==> src/rtl/mem_ctrl_if.sv <==
// Bus bundle between mem_ctrl, its two memory clients and the byte-wide RAM/IO port.
// Modports: slave = mem_ctrl side, master = client/RAM side (core or testbench).
interface mem_ctrl_if;
    logic        rdy;
    logic        clear;
    logic [7:0]  mem_din;
    logic [7:0]  mem_dout;
    logic [31:0] mem_a;
    logic        mem_wr;
    logic        io_buffer_full;
    logic        ins_req;
    logic [31:0] ins_addr;
    logic        ins_ready;
    logic [31:0] ins_data;
    logic        data_req;
    logic        data_wr;
    logic [31:0] data_addr;
    logic [2:0]  data_len;
    logic [31:0] data_wdata;
    logic        data_ready;
    logic [31:0] data_rdata;

    modport slave (
        input  rdy, clear, mem_din, io_buffer_full,
        input  ins_req, ins_addr,
        input  data_req, data_wr, data_addr, data_len, data_wdata,
        output mem_dout, mem_a, mem_wr,
        output ins_ready, ins_data, data_ready, data_rdata
    );

    modport master (
        output rdy, clear, mem_din, io_buffer_full,
        output ins_req, ins_addr,
        output data_req, data_wr, data_addr, data_len, data_wdata,
        input  mem_dout, mem_a, mem_wr,
        input  ins_ready, ins_data, data_ready, data_rdata
    );
endinterface

==> src/rtl/mem_ctrl.sv <==
// Byte-serial memory controller: arbitrates fetch and data requests onto an
// 8-bit RAM/IO port, assembling little-endian results and pulsing ready.
// Ports: clk, rst (sync, active-high), bus (mem_ctrl_if.slave: rdy, clear,
// RAM port mem_*, io_buffer_full, ins_* fetch client, data_* load/store client).
module mem_ctrl #(
    parameter logic [31:0] IO_BASE = 32'h0003_0000
) (
    input  logic       clk,
    input  logic       rst,
    mem_ctrl_if.slave  bus
);

    typedef enum logic [1:0] {IDLE, IFETCH, DREAD, DWRITE} state_t;

    state_t      state_q, state_n;
    logic [2:0]  idx_q, idx_n;
    logic [31:0] base_q, base_n;
    logic [2:0]  len_q, len_n;
    logic [31:0] wdata_q, wdata_n;
    logic [31:0] asm_q, asm_n;
    logic [31:0] mem_a_q, mem_a_n;
    logic [7:0]  mem_dout_q, mem_dout_n;
    logic        mem_wr_q, mem_wr_n;
    logic        ins_ready_q, ins_ready_n;
    logic [31:0] ins_data_q, ins_data_n;
    logic        data_ready_q, data_ready_n;
    logic [31:0] data_rdata_q, data_rdata_n;

    // The RAM answers one cycle after the address whether or not we are
    // frozen; keep the byte that arrived right after the last active cycle.
    logic        rdy_q;
    logic [7:0]  din_lat;

    logic [2:0]  idx_nx;
    logic [31:0] addr_nx;
    logic [1:0]  lane;
    logic [7:0]  byte_in;
    logic        busy_out;

    function automatic logic is_io(input logic [31:0] a);
        return a >= IO_BASE;
    endfunction

    always_comb begin
        state_n      = state_q;
        idx_n        = idx_q;
        base_n       = base_q;
        len_n        = len_q;
        wdata_n      = wdata_q;
        asm_n        = asm_q;
        mem_a_n      = mem_a_q;
        mem_dout_n   = mem_dout_q;
        mem_wr_n     = 1'b0;
        ins_ready_n  = 1'b0;
        ins_data_n   = ins_data_q;
        data_ready_n = 1'b0;
        data_rdata_n = data_rdata_q;

        idx_nx   = idx_q + 3'd1;
        addr_nx  = base_q + {29'd0, idx_nx};
        lane     = idx_q[1:0] - 2'd1;
        byte_in  = rdy_q ? bus.mem_din : din_lat;
        busy_out = ins_ready_q | data_ready_q;

        unique case (state_q)
            IDLE: begin
                if (!busy_out) begin
                    if (bus.data_req) begin
                        base_n  = bus.data_addr;
                        len_n   = bus.data_len;
                        wdata_n = bus.data_wdata;
                        idx_n   = 3'd0;
                        asm_n   = 32'd0;
                        mem_a_n = bus.data_addr;
                        if (bus.data_wr) begin
                            state_n    = DWRITE;
                            mem_dout_n = bus.data_wdata[7:0];
                            mem_wr_n   = !(is_io(bus.data_addr)
                                           && bus.io_buffer_full);
                        end else begin
                            state_n = DREAD;
                        end
                    end else if (bus.ins_req && !bus.clear) begin
                        state_n = IFETCH;
                        base_n  = bus.ins_addr;
                        len_n   = 3'd4;
                        idx_n   = 3'd0;
                        asm_n   = 32'd0;
                        mem_a_n = bus.ins_addr;
                    end
                end
            end

            IFETCH, DREAD: begin
                if (bus.clear) begin
                    state_n = IDLE;
                end else begin
                    // idx runs one ahead of the byte on mem_din.
                    if (idx_q != 3'd0) begin
                        asm_n[{lane, 3'b000} +: 8] = byte_in;
                    end
                    if (idx_q == len_q) begin
                        state_n = IDLE;
                        if (state_q == IFETCH) begin
                            ins_ready_n = 1'b1;
                            ins_data_n  = asm_n;
                        end else begin
                            data_ready_n = 1'b1;
                            data_rdata_n = asm_n;
                        end
                    end else begin
                        idx_n = idx_nx;
                        if (idx_nx < len_q) begin
                            mem_a_n = addr_nx;
                        end
                    end
                end
            end

            DWRITE: begin
                // mem_wr_q tells whether byte idx is landing this cycle.
                if (mem_wr_q) begin
                    if (idx_nx == len_q) begin
                        state_n      = IDLE;
                        data_ready_n = 1'b1;
                    end else begin
                        idx_n      = idx_nx;
                        mem_a_n    = addr_nx;
                        mem_dout_n = wdata_q[{idx_nx[1:0], 3'b000} +: 8];
                        mem_wr_n   = !(is_io(addr_nx) && bus.io_buffer_full);
                    end
                end else begin
                    mem_wr_n = !(is_io(mem_a_q) && bus.io_buffer_full);
                end
            end

            default: state_n = IDLE;
        endcase
    end

    always_ff @(posedge clk) begin
        if (rst) begin
            state_q      <= IDLE;
            idx_q        <= 3'd0;
            base_q       <= 32'd0;
            len_q        <= 3'd0;
            wdata_q      <= 32'd0;
            asm_q        <= 32'd0;
            mem_a_q      <= 32'd0;
            mem_dout_q   <= 8'd0;
            mem_wr_q     <= 1'b0;
            ins_ready_q  <= 1'b0;
            ins_data_q   <= 32'd0;
            data_ready_q <= 1'b0;
            data_rdata_q <= 32'd0;
        end else if (bus.rdy) begin
            state_q      <= state_n;
            idx_q        <= idx_n;
            base_q       <= base_n;
            len_q        <= len_n;
            wdata_q      <= wdata_n;
            asm_q        <= asm_n;
            mem_a_q      <= mem_a_n;
            mem_dout_q   <= mem_dout_n;
            mem_wr_q     <= mem_wr_n;
            ins_ready_q  <= ins_ready_n;
            ins_data_q   <= ins_data_n;
            data_ready_q <= data_ready_n;
            data_rdata_q <= data_rdata_n;
        end
    end

    always_ff @(posedge clk) begin
        if (rst) begin
            rdy_q   <= 1'b0;
            din_lat <= 8'd0;
        end else begin
            rdy_q <= bus.rdy;
            if (rdy_q) begin
                din_lat <= bus.mem_din;
            end
        end
    end

    assign bus.mem_a      = mem_a_q;
    assign bus.mem_dout   = mem_dout_q;
    assign bus.mem_wr     = mem_wr_q;
    assign bus.ins_ready  = ins_ready_q;
    assign bus.ins_data   = ins_data_q;
    assign bus.data_ready = data_ready_q;
    assign bus.data_rdata = data_rdata_q;

endmodule

==> src/flat_wrapper.sv <==
// flat-port wrapper written by rule: the top's interface ports become plain ports
module mem_ctrl_flat 
#(
    parameter logic [31:0] IO_BASE = 32'h0003_0000
)
  (clk, rst, bus_rdy, bus_clear, bus_mem_din, bus_io_buffer_full, bus_ins_req, bus_ins_addr, bus_data_req, bus_data_wr, bus_data_addr, bus_data_len, bus_data_wdata, bus_mem_dout, bus_mem_a, bus_mem_wr, bus_ins_ready, bus_ins_data, bus_data_ready, bus_data_rdata);
  mem_ctrl_if bus_i ();
  input  logic clk;
  input  logic rst;
  input wire logic [$bits(bus_i.rdy)-1:0] bus_rdy;
  input wire logic [$bits(bus_i.clear)-1:0] bus_clear;
  input wire logic [$bits(bus_i.mem_din)-1:0] bus_mem_din;
  input wire logic [$bits(bus_i.io_buffer_full)-1:0] bus_io_buffer_full;
  input wire logic [$bits(bus_i.ins_req)-1:0] bus_ins_req;
  input wire logic [$bits(bus_i.ins_addr)-1:0] bus_ins_addr;
  input wire logic [$bits(bus_i.data_req)-1:0] bus_data_req;
  input wire logic [$bits(bus_i.data_wr)-1:0] bus_data_wr;
  input wire logic [$bits(bus_i.data_addr)-1:0] bus_data_addr;
  input wire logic [$bits(bus_i.data_len)-1:0] bus_data_len;
  input wire logic [$bits(bus_i.data_wdata)-1:0] bus_data_wdata;
  output wire logic [$bits(bus_i.mem_dout)-1:0] bus_mem_dout;
  output wire logic [$bits(bus_i.mem_a)-1:0] bus_mem_a;
  output wire logic [$bits(bus_i.mem_wr)-1:0] bus_mem_wr;
  output wire logic [$bits(bus_i.ins_ready)-1:0] bus_ins_ready;
  output wire logic [$bits(bus_i.ins_data)-1:0] bus_ins_data;
  output wire logic [$bits(bus_i.data_ready)-1:0] bus_data_ready;
  output wire logic [$bits(bus_i.data_rdata)-1:0] bus_data_rdata;
  assign bus_i.rdy = bus_rdy;
  assign bus_i.clear = bus_clear;
  assign bus_i.mem_din = bus_mem_din;
  assign bus_i.io_buffer_full = bus_io_buffer_full;
  assign bus_i.ins_req = bus_ins_req;
  assign bus_i.ins_addr = bus_ins_addr;
  assign bus_i.data_req = bus_data_req;
  assign bus_i.data_wr = bus_data_wr;
  assign bus_i.data_addr = bus_data_addr;
  assign bus_i.data_len = bus_data_len;
  assign bus_i.data_wdata = bus_data_wdata;
  assign bus_mem_dout = bus_i.mem_dout;
  assign bus_mem_a = bus_i.mem_a;
  assign bus_mem_wr = bus_i.mem_wr;
  assign bus_ins_ready = bus_i.ins_ready;
  assign bus_ins_data = bus_i.ins_data;
  assign bus_data_ready = bus_i.data_ready;
  assign bus_data_rdata = bus_i.data_rdata;
  mem_ctrl #(.IO_BASE(IO_BASE)) u_core (.clk(clk), .rst(rst), .bus(bus_i));
endmodule
==> config.mk <==
export PLATFORM = sky130hd
export DESIGN_NAME = mem_ctrl_flat
export DESIGN_NICKNAME = d
export VERILOG_FILES = /design/src/rtl/mem_ctrl_if.sv /design/src/rtl/mem_ctrl.sv /design/src/flat_wrapper.sv
export SDC_FILE = /design/constraint.sdc
export NUM_CORES = 1
export LEC_CHECK = 0
export CORE_UTILIZATION = 46
export DETAILED_ROUTE_END_ITERATION = 7
export PLACE_DENSITY = 0.76
export SLEW_MARGIN = 20
export SYNTH_ARGS = -nofsm -noshare
export SYNTH_HDL_FRONTEND = slang
export SYNTH_SLANG_ARGS = --single-unit
==> constraint.sdc <==
create_clock -name clk -period 2.7 [get_ports clk]
set_input_delay 0.405 -clock clk [delete_from_list [all_inputs] [get_ports clk]]
set_output_delay 0.405 -clock clk [all_outputs]
set_load 0.02 [all_outputs]
## After elaboration in Yosys (flattened, before gate mapping)

Cells that the tools add are included.

- $add $sub $neg: 4
- Order comparisons: 4
- Eq/ne operators: 16
- Shifts and indexed selects: 3
- Multiplexer cells: 58
- Bitwise logic cells: 4
- Reductions and logical operators: 23

Operator list:

| operator | number |
|---|---|
| $mux W32 | 13 |
| $ge A32 B18 Y1 const B | 3 |
| $pmux W32 S3 | 1 |
| $pmux W32 S2 | 1 |
| $mux W8 | 6 |
| $add A32 B3 Y32 | 1 |
| $bwmux W32 | 1 |
| $shift A8 B7 Y32 const A | 1 |
| $shiftx A32 B6 Y8 | 1 |
| $shiftx A8 B7 Y32 | 1 |
| $mux W3 | 9 |
| $pmux W8 S2 | 1 |
| $mux W1 | 15 |
| $reduce_and A5 Y1 | 3 |
| $mux W2 | 7 |
| $reduce_and A7 Y1 | 2 |
| $ne A2 B2 Y1 const B | 6 |
| $pmux W3 S3 | 1 |
| $reduce_and A4 Y1 | 2 |
| $reduce_and A8 Y1 | 1 |
| $neg A5 Y7 | 1 |
| $eq A3 B3 Y1 | 2 |
| $ne A2 B1 Y1 const B | 3 |
| $ne A3 B2 Y1 const B | 2 |
| 16 further kinds | 28 |

- Register bits after elaboration: 220
- Input port bits: 115
- Output and inout port bits: 107
- Word-level logic and storage cells: 127

## Logic depth before layout (Yosys ltp)

Gate-level depths: netlist of run 1.

- Word-level depth: 8
- Gate-level depth with buffers: 11
- Depth with buffers taken out: 10

## Worst setup path after synthesis of run 1

OpenSTA, ideal clock, no wires.

- Path type: reg-to-reg
- From: register u_core.idx_q[0]
- To: register u_core.mem_wr_q (netlist: u_core.bus.mem_wr)
- Library setup time: 0.087 ns
- Arrival time: 2.726 ns
- Data required time: 2.613 ns
- Setup slack: -0.113 ns
- Cell stages (with the launch flop): 12
- Buffers on the path: 1
- Clock period less this slack: 2.813 ns
- Cells stage by stage: dfxtp_1 > inv_1 > ha_1 > inv_1 > fa_1 > nor2b_1 > buf_2 > o21ai_1 > o41a_1 > a211oi_1 > nand4_1 > o31ai_1

- Longest elaborated chain between the ends: 8
- Elaborated cells on any way between the ends: 9
- Those cells by class: add/sub (2); order compare (1); eq/ne (1); mux (3); reduce/logical (2)

RTL lines:

| item | line | RTL |
|---|---|---|
| start, declared | mem_ctrl.sv:16 | `logic [2:0] idx_q, idx_n;` |
| start signal, assigned | mem_ctrl.sv:158 | `idx_q <= idx_n;` |
| $add A3 B1 Y3 * | mem_ctrl.sv:59 | `idx_nx = idx_q + 3'd1;` |
| $add A32 B3 Y32 | mem_ctrl.sv:60 | `addr_nx = base_q + {29'd0, idx_nx};` |
| $ge A32 B18 Y1 | mem_ctrl.sv:41 | `return a >= IO_BASE;` |
| $logic_and A1 B1 Y1 | mem_ctrl.sv:130 | `mem_wr_n = !(is_io(addr_nx) && bus.io_buffer_full);` |
| $logic_not A1 Y1 | mem_ctrl.sv:130 |  |
| $mux W1 * | mem_ctrl.sv:123 | `if (idx_nx == len_q) begin` |
| $mux W1 * | mem_ctrl.sv:122 | `if (mem_wr_q) begin` |
| $pmux W1 S2 * | mem_ctrl.sv:65 | `unique case (state_q)` |
| end signal, assigned | mem_ctrl.sv:165 | `mem_wr_q <= mem_wr_n;` |
| end, declared | mem_ctrl.sv:23 | `logic mem_wr_q, mem_wr_n;` |

Every way passes the cells marked *; elsewhere a longest branch is shown, timed or not.
A chain may end at the register's enable or synchronous reset.

## Worst setup path in the final report of run 1

- From: register u_core.idx_q[1]
- To: register u_core.mem_wr_q (netlist: u_core.bus.mem_wr)

Same word-level chain as after synthesis.

==> impl_metrics.env, run 1 <==
export IMPL_outcome="finished clean"
export IMPL_layout_commonest_cell="clkdlybuf4s50_1"
export IMPL_rrSetupSlack_ns=0.13
export IMPL_power_leakage_nw=4.90
export IMPL_fp_coreArea_um2=21800
export IMPL_clk_latency_ns=0.51
export IMPL_grt_usage_pct=24.8
export IMPL_fmax_mhz=389
export IMPL_finalWirelength_mm=28.6
export IMPL_num_vias=9437
export IMPL_period_minus_slack_ns=2.57
export IMPL_ys_warn_count=0
export IMPL_antenna_found_initial=2
export IMPL_nets=1506
export IMPL_required_ns=3.13
export IMPL_start_util_pct=46.8
export IMPL_r2r_start="u_core.idx_q[1]"
export IMPL_async_reset_ff_share_pct=0
export IMPL_drt_antenna_violating_nets=0
export IMPL_setup_worst_path_start="u_core.idx_q[1]"
export IMPL_setup_viol=0
export IMPL_via_per_inst=5.63
export IMPL_crit_chain="inv_2, ha_4, inv_1, fa_2, nor2b_1, buf_4, o21ai_2, o41a_1, a211oi_2, nand4_1, o31ai_1"
export IMPL_ys_ff_latch=220
export IMPL_syn_area_per_cell_um2=8.63
export IMPL_cts_tree="done"
export IMPL_slew_headroom_pct=42.3
export IMPL_dpl_hpwl_mm=19.9
export IMPL_port_buffers=221
export IMPL_crit_end="u_core.bus.mem_wr"
export IMPL_power_density_nw_per_um2=680
export IMPL_final_cell_mix="clkdlybuf4s50_1 (219), dfxtp_1 (218), nor2_1 (169)"
export IMPL_syn_inst=1180
export IMPL_place_inst=1628
export IMPL_drc=0
export IMPL_start_kind="flip-flop"
export IMPL_drive_above_1_share_pct=9.83
export IMPL_numCtsBuffers=24
export IMPL_ys_types=61
export IMPL_grt_pass1_vias=8863
export IMPL_max_stage_delay_ns=0.42
export IMPL_cts_sinks=220
export IMPL_worstMarginPinSlew_ns=0.858
export IMPL_drt_iter0_markers=747
export IMPL_skew_ns=0.0159
export IMPL_cts_root_buf="clkbuf_16"
export IMPL_die_h_um=151
export IMPL_critPathCaptureType="flip-flop"
export IMPL_dr_pass1_iters=7
export IMPL_grt_max_degree=105
export IMPL_r2r_end="u_core.bus.mem_wr"
export IMPL_maxSlewViolCount=0
export IMPL_area_delta_synth_final_pct=35.2
export IMPL_crit_buf_inv=3
export IMPL_synth_seq_area_share_pct=43.3
export IMPL_ff2ff_path_depth=11
export IMPL_grt_first_pass_wirelength_mm=45.6
export IMPL_report_final_hold_viol_count=0
export IMPL_path_delay_family="compound AO/OA/AOI/OAI gates"
export IMPL_synth_edf_count=0
export IMPL_clk_pin_slew_ns=0.06
export IMPL_synth_fp_nets=1311
export IMPL_rows=54
export IMPL_cts_hold_fix_buffers=0
export IMPL_wl_per_cell_um=17.1
export IMPL_grt_ovfl_total=0
export IMPL_finalCritPeriodShare_pct=95.3
export IMPL_arrival_ns=3.01
export IMPL_path_class="reg -> reg"
export IMPL_place_congestion=0.879
export IMPL_layout_cells_non_filler=1675
export IMPL_ios=222
export IMPL_cap_viol_max_count=0
export IMPL_hold_path_class="in -> reg"
export IMPL_ir_worst_vdd_mv=0.417
export IMPL_cts_max_level=1
export IMPL_slowest_stage="o41a_1"
export IMPL_syn_area_um2=10200
export IMPL_clockBufferDepth=3
export IMPL_die_area_um2=22700
export IMPL_cp_depth=11
export IMPL_die_w_um=151
export IMPL_fin_tns_setup_ns=0
export IMPL_critPathMaxFanout=8
export IMPL_synthFlopType="dfxtp_1"
-- layout make-up --
type / count / area, um2
Fill cell: 1864 / 7990
Multi-Input combinational cell: 842 / 5380
Sequential cell: 220 / 4410
Timing Repair Buffer: 265 / 2650
Clock buffer: 29 / 651
Tap cell: 280 / 350
Clock inverter: 15 / 234
Inverter: 22 / 82.6
Antenna cell: 2 / 5.00
-- cells by family (layout without fill, tap and decap cells) --
logic type | Yosys count | in the layout | share of synthesized area, %
other | 0 | 2 | 0
muxes | 69 | 69 | 7.90
buffers and inverters | 118 | 331 | 4.74
AOI/OAI and AO/OA | 305 | 305 | 21.0
DFF | 220 | 220 | 43.3
xor gates and xnor gates | 32 | 32 | 2.75
and+or+nand+nor | 420 | 420 | 18.3
adders and majority gates | 16 | 16 | 2.04
-- sequential cells by signal, indices dropped and copies added (netlist names) --
register and flops:
u_core.asm_q 32, u_core.base_q 32, u_core.bus.data_rdata 32, u_core.bus.ins_data 32, u_core.bus.mem_a 32, u_core.wdata_q 32, u_core.bus.mem_dout 8, u_core.din_lat 8
u_core.idx_q 3, u_core.len_q 3, u_core.state_q 2, u_core.bus.data_ready 1, u_core.bus.ins_ready 1, u_core.bus.mem_wr 1, u_core.rdy_q 1
-- stage by stage --
| step | utilization (%) | power, W | area, um2 | worst slack [ns] | hold slack, ns |
|---|---|---|---|---|---|
| after global routing | 63.3 | 0.00976 | 13800 | -0.00822 | 0.372 |
| after global placement | 58.8 | 0.00573 | 12800 | 0.0716 | 0.440 |
| after detailed placement | 58.8 | 0.00577 | 12800 | -0.0245 | 0.445 |
| after floorplan | - | 0.00492 | 10200 | 0.0597 | 0.433 |
| after CTS | 63.0 | 0.00941 | 13700 | 0.0625 | 0.333 |
| final | 63.3 | 0.00936 | 13800 | 0.128 | 0.341 |
-- Yosys cell counts (5+ instances only) --
cell | n | area [um2]
a211o_1 | 7 | 61.3
a211oi_1 | 106 | 796
a21oi_1 | 78 | 390
a22oi_1 | 28 | 210
a2bb2oi_1 | 33 | 289
and2_1 | 8 | 50.1
and3_1 | 8 | 50.1
and4_1 | 6 | 52.6
buf_1 | 10 | 37.5
buf_2 | 22 | 110
clkbuf_1 | 60 | 225
dfxtp_1 | 220 | 4400
ha_1 | 15 | 188
inv_1 | 21 | 78.8
mux2_2 | 11 | 124
mux2i_1 | 50 | 500
mux4_2 | 8 | 180
nand2_1 | 148 | 556
nand3_1 | 12 | 60.1
nand4_1 | 6 | 37.5
nor2_1 | 169 | 634
nor2b_1 | 5 | 31.3
nor3_1 | 25 | 125
nor4_1 | 16 | 100
o211ai_1 | 25 | 188
o21ai_0 | 10 | 50.1
xnor2_1 | 14 | 123
xor2_1 | 18 | 158
-- how the worst min path moves through the flow --
stage	slack, ns	from	cells after the start	end
after detailed placement	0.45	u_core.bus.mem_a[0]	2	u_core.bus.mem_a[0]
after global placement	0.44	u_core.wdata_q[1]	2	u_core.wdata_q[1]
after CTS	0.33	rst	2	u_core.base_q[1]
final	0.34	rst	2	u_core.len_q[0]
after global routing	0.37	rst	2	u_core.idx_q[0]
after floorplan	0.43	u_core.wdata_q[0]	2	u_core.wdata_q[0]
-- layer usage --
| metal | global-route usage [%] | vias to the layer above | share of wire, % |
|---|---|---|---|
| li1 | - | 4631 | - |
| met1 | 33.1 | 4465 | 44 |
| met2 | 41.1 | 295 | 48 |
| met3 | 4.28 | 46 | 6.4 |
| met4 | 6.80 | 0 | 2.3 |
| met5 | 0 | - | 0 |
-- report_power, final --
part           switching (W)  total (W)  internal, W
Combinational        0.00109    0.00201     0.000921
Sequential          0.000216    0.00372      0.00350
Clock                0.00134    0.00364      0.00230
Total                0.00265    0.00936      0.00672
-- what timing repair did --
item,4_1_cts,5_1_grt
pin swaps,0,3
endpoints found under the setup margin,2,30
resized for setup,4,14
buffers inserted,0,1
-- worst reg2reg max path, stage by stage, from the launching register on --
cell	delay [ns]
dfxtp_4	0.36
inv_2	0.05
ha_4	0.28
inv_1	0.07
fa_2	0.36
nor2b_1	0.12
buf_4	0.18
o21ai_2	0.11
o41a_1	0.43
a211oi_2	0.23
nand4_1	0.13
o31ai_1	0.19
Note: power is estimated with default switching activity, not from simulation.
==> inputs of run 2 (changes only) <==
--- a/config.mk
+++ b/config.mk
@@ -7,6 +7,7 @@
 export LEC_CHECK = 0
 export CORE_UTILIZATION = 46
 export DETAILED_ROUTE_END_ITERATION = 7
+export GPL_TIMING_DRIVEN = 0
 export PLACE_DENSITY = 0.76
 export SLEW_MARGIN = 20
 export SYNTH_ARGS = -nofsm -noshare
==> impl_metrics.env, run 2 (synthesis results as in run 1) <==
export IMPL_num_vias=10000
export IMPL_place_congestion=0.980
export IMPL_start_kind="flip-flop"
export IMPL_violations="setup timing"
export IMPL_ir_worst_vdd_mv=0.403
export IMPL_period_minus_slack_ns=2.70
export IMPL_finalCritPeriodShare_pct=100
export IMPL_numCtsBuffers=24
export IMPL_fin_ws_ns=-0.00244
export IMPL_clockBufferDepth=3
export IMPL_drt_iter0_markers=675
export IMPL_critPathCaptureType="flip-flop"
export IMPL_dpl_hpwl_mm=24.1
export IMPL_grt_ovfl_total=0
export IMPL_finalWirelength_mm=33.1
export IMPL_hold_path_class="in -> reg"
export IMPL_r2r_end="u_core.bus.mem_wr"
export IMPL_rows=54
export IMPL_whs_path_depth=3
export IMPL_cap_viol_max_count=0
export IMPL_fmax_mhz=370
export IMPL_start_util_pct=46.8
export IMPL_cts_tree="done"
export IMPL_final_cell_mix="clkdlybuf4s50_1 (219), dfxtp_1 (218), nor2_1 (169)"
export IMPL_ff2ff_path_depth=12
export IMPL_clk_latency_ns=0.52
export IMPL_r2r_start="u_core.idx_q[0]"
export IMPL_power_density_nw_per_um2=668
export IMPL_required_ns=3.14
export IMPL_setup_viol=1
export IMPL_slew_headroom_pct=40.0
export IMPL_drive_above_1_share_pct=9.69
export IMPL_dr_pass1_iters=7
export IMPL_clk_pin_slew_ns=0.06
export IMPL_die_h_um=151
export IMPL_skew_ns=0.00733
export IMPL_fp_coreArea_um2=21800
export IMPL_grt_usage_pct=28.9
export IMPL_grt_max_degree=14
export IMPL_report_final_hold_viol_count=0
export IMPL_cts_max_level=1
export IMPL_outcome="complete, but fails checks"
export IMPL_port_buffers=219
export IMPL_rrSetupSlack_ns=-0.002
export IMPL_path_class="reg -> reg"
export IMPL_via_per_inst=5.78
export IMPL_grt_pass1_vias=9564
export IMPL_die_area_um2=22700
export IMPL_drt_antenna_violating_nets=0
export IMPL_holdCritStartpoint="bus_data_wdata[19]"
export IMPL_grt_first_pass_wirelength_mm=51.1
export IMPL_wl_per_cell_um=19.1
export IMPL_cts_root_buf="clkbuf_16"
export IMPL_ios=222
export IMPL_layout_commonest_cell="clkdlybuf4s50_1"
export IMPL_antenna_found_initial=0
export IMPL_nets=1568
export IMPL_cts_sinks=220
export IMPL_fin_util_pct=63.6
export IMPL_whs_endpoint="u_core.wdata_q[19]"
export IMPL_fin_tns_setup_ns=-0.00244
export IMPL_n_antenna_cell=0
export IMPL_rsz0062_at_grt="true"
export IMPL_fillers=1897
export IMPL_die_w_um=151
export IMPL_arrival_ns=3.14
export IMPL_power_leakage_nw=4.93
export IMPL_worstMarginPinSlew_ns=0.900
export IMPL_area_delta_synth_final_pct=36.0
export IMPL_cts_hold_fix_buffers=0
export IMPL_critPathMaxFanout=8
export IMPL_maxSlewViolCount=0
export IMPL_drc=0
run 2: worst max-delay path by stage:
stage,start,cells after the start,to
floorplan,u_core.idx_q[0],11,u_core.bus.mem_wr
global placement,u_core.idx_q[0],11,u_core.bus.mem_a[4]
detailed placement,u_core.idx_q[0],11,u_core.bus.mem_a[19]
CTS,u_core.idx_q[0],11,u_core.bus.mem_a[23]
global route,u_core.idx_q[0],11,u_core.bus.mem_wr
finish,u_core.idx_q[0],12,u_core.bus.mem_wr
run 2: power by group:
| group | switching, W | internal, W |
|---|---|---|
| clock network | 0.00137 | 0.00205 |
| logic | 0.00124 | 0.000917 |
| registers | 0.000185 | 0.00350 |
run 2: cell type report:
| type | count | area (um2) | area share (%) |
|---|---|---|---|
| multi-input combinational | 842 | 5460 | 39.4 |
| sequential | 220 | 4410 | 31.9 |
| timing repair buffer | 233 | 2300 | 16.6 |
| clock buffer | 33 | 674 | 4.87 |
| buffer | 94 | 420 | 3.04 |
| tap | 280 | 350 | 2.53 |
| clock inverter | 11 | 149 | 1.08 |
| inverter | 22 | 86.3 | 0.624 |
run 2: routing by layer:
layer | track usage, % | share of wire [%] | vias up
met2 | 46.3 | 45 | 434
met5 | 0 | 0 | -
met3 | 5.90 | 8.7 | 63
li1 | - | - | 4747
met4 | 9.95 | 3.1 | 0
met1 | 38.6 | 43 | 4792
run 2: through the flow:
stage          setup slack (ns)  std cells  hold WS, ns  area [um2]  total power, W
2_1_floorplan            0.0597       1180        0.433       10200         0.00492
3_3_place_gp             -0.668       1679        0.439       12700         0.00577
3_5_place_dp             -0.805       1679        0.446       12700         0.00581
4_1_cts                  0.0129       1737        0.418       13800         0.00924
5_1_grt                 -0.0739       1735        0.426       13800         0.00960
6_report               -0.00244       1735        0.431       13800         0.00925
run 2: worst max-delay path, stage by stage (launching register included):
cell,delay (ns)
dfxtp_4,0.38
clkinvlp_4,0.11
ha_4,0.31
inv_2,0.07
fa_2,0.36
nor2b_1,0.11
buf_4,0.17
o211ai_1,0.11
nor3_2,0.17
buf_4,0.18
mux2i_4,0.25
o2111ai_1,0.15
o31ai_1,0.24
run 2: what timing repair did:
| action | in CTS | in global routing |
|---|---|---|
| gates resized for setup | 30 | 16 |
| endpoints found under the setup margin | 52 | 50 |
| pin swaps | 9 | 3 |
| setup buffers | 14 | 0 |
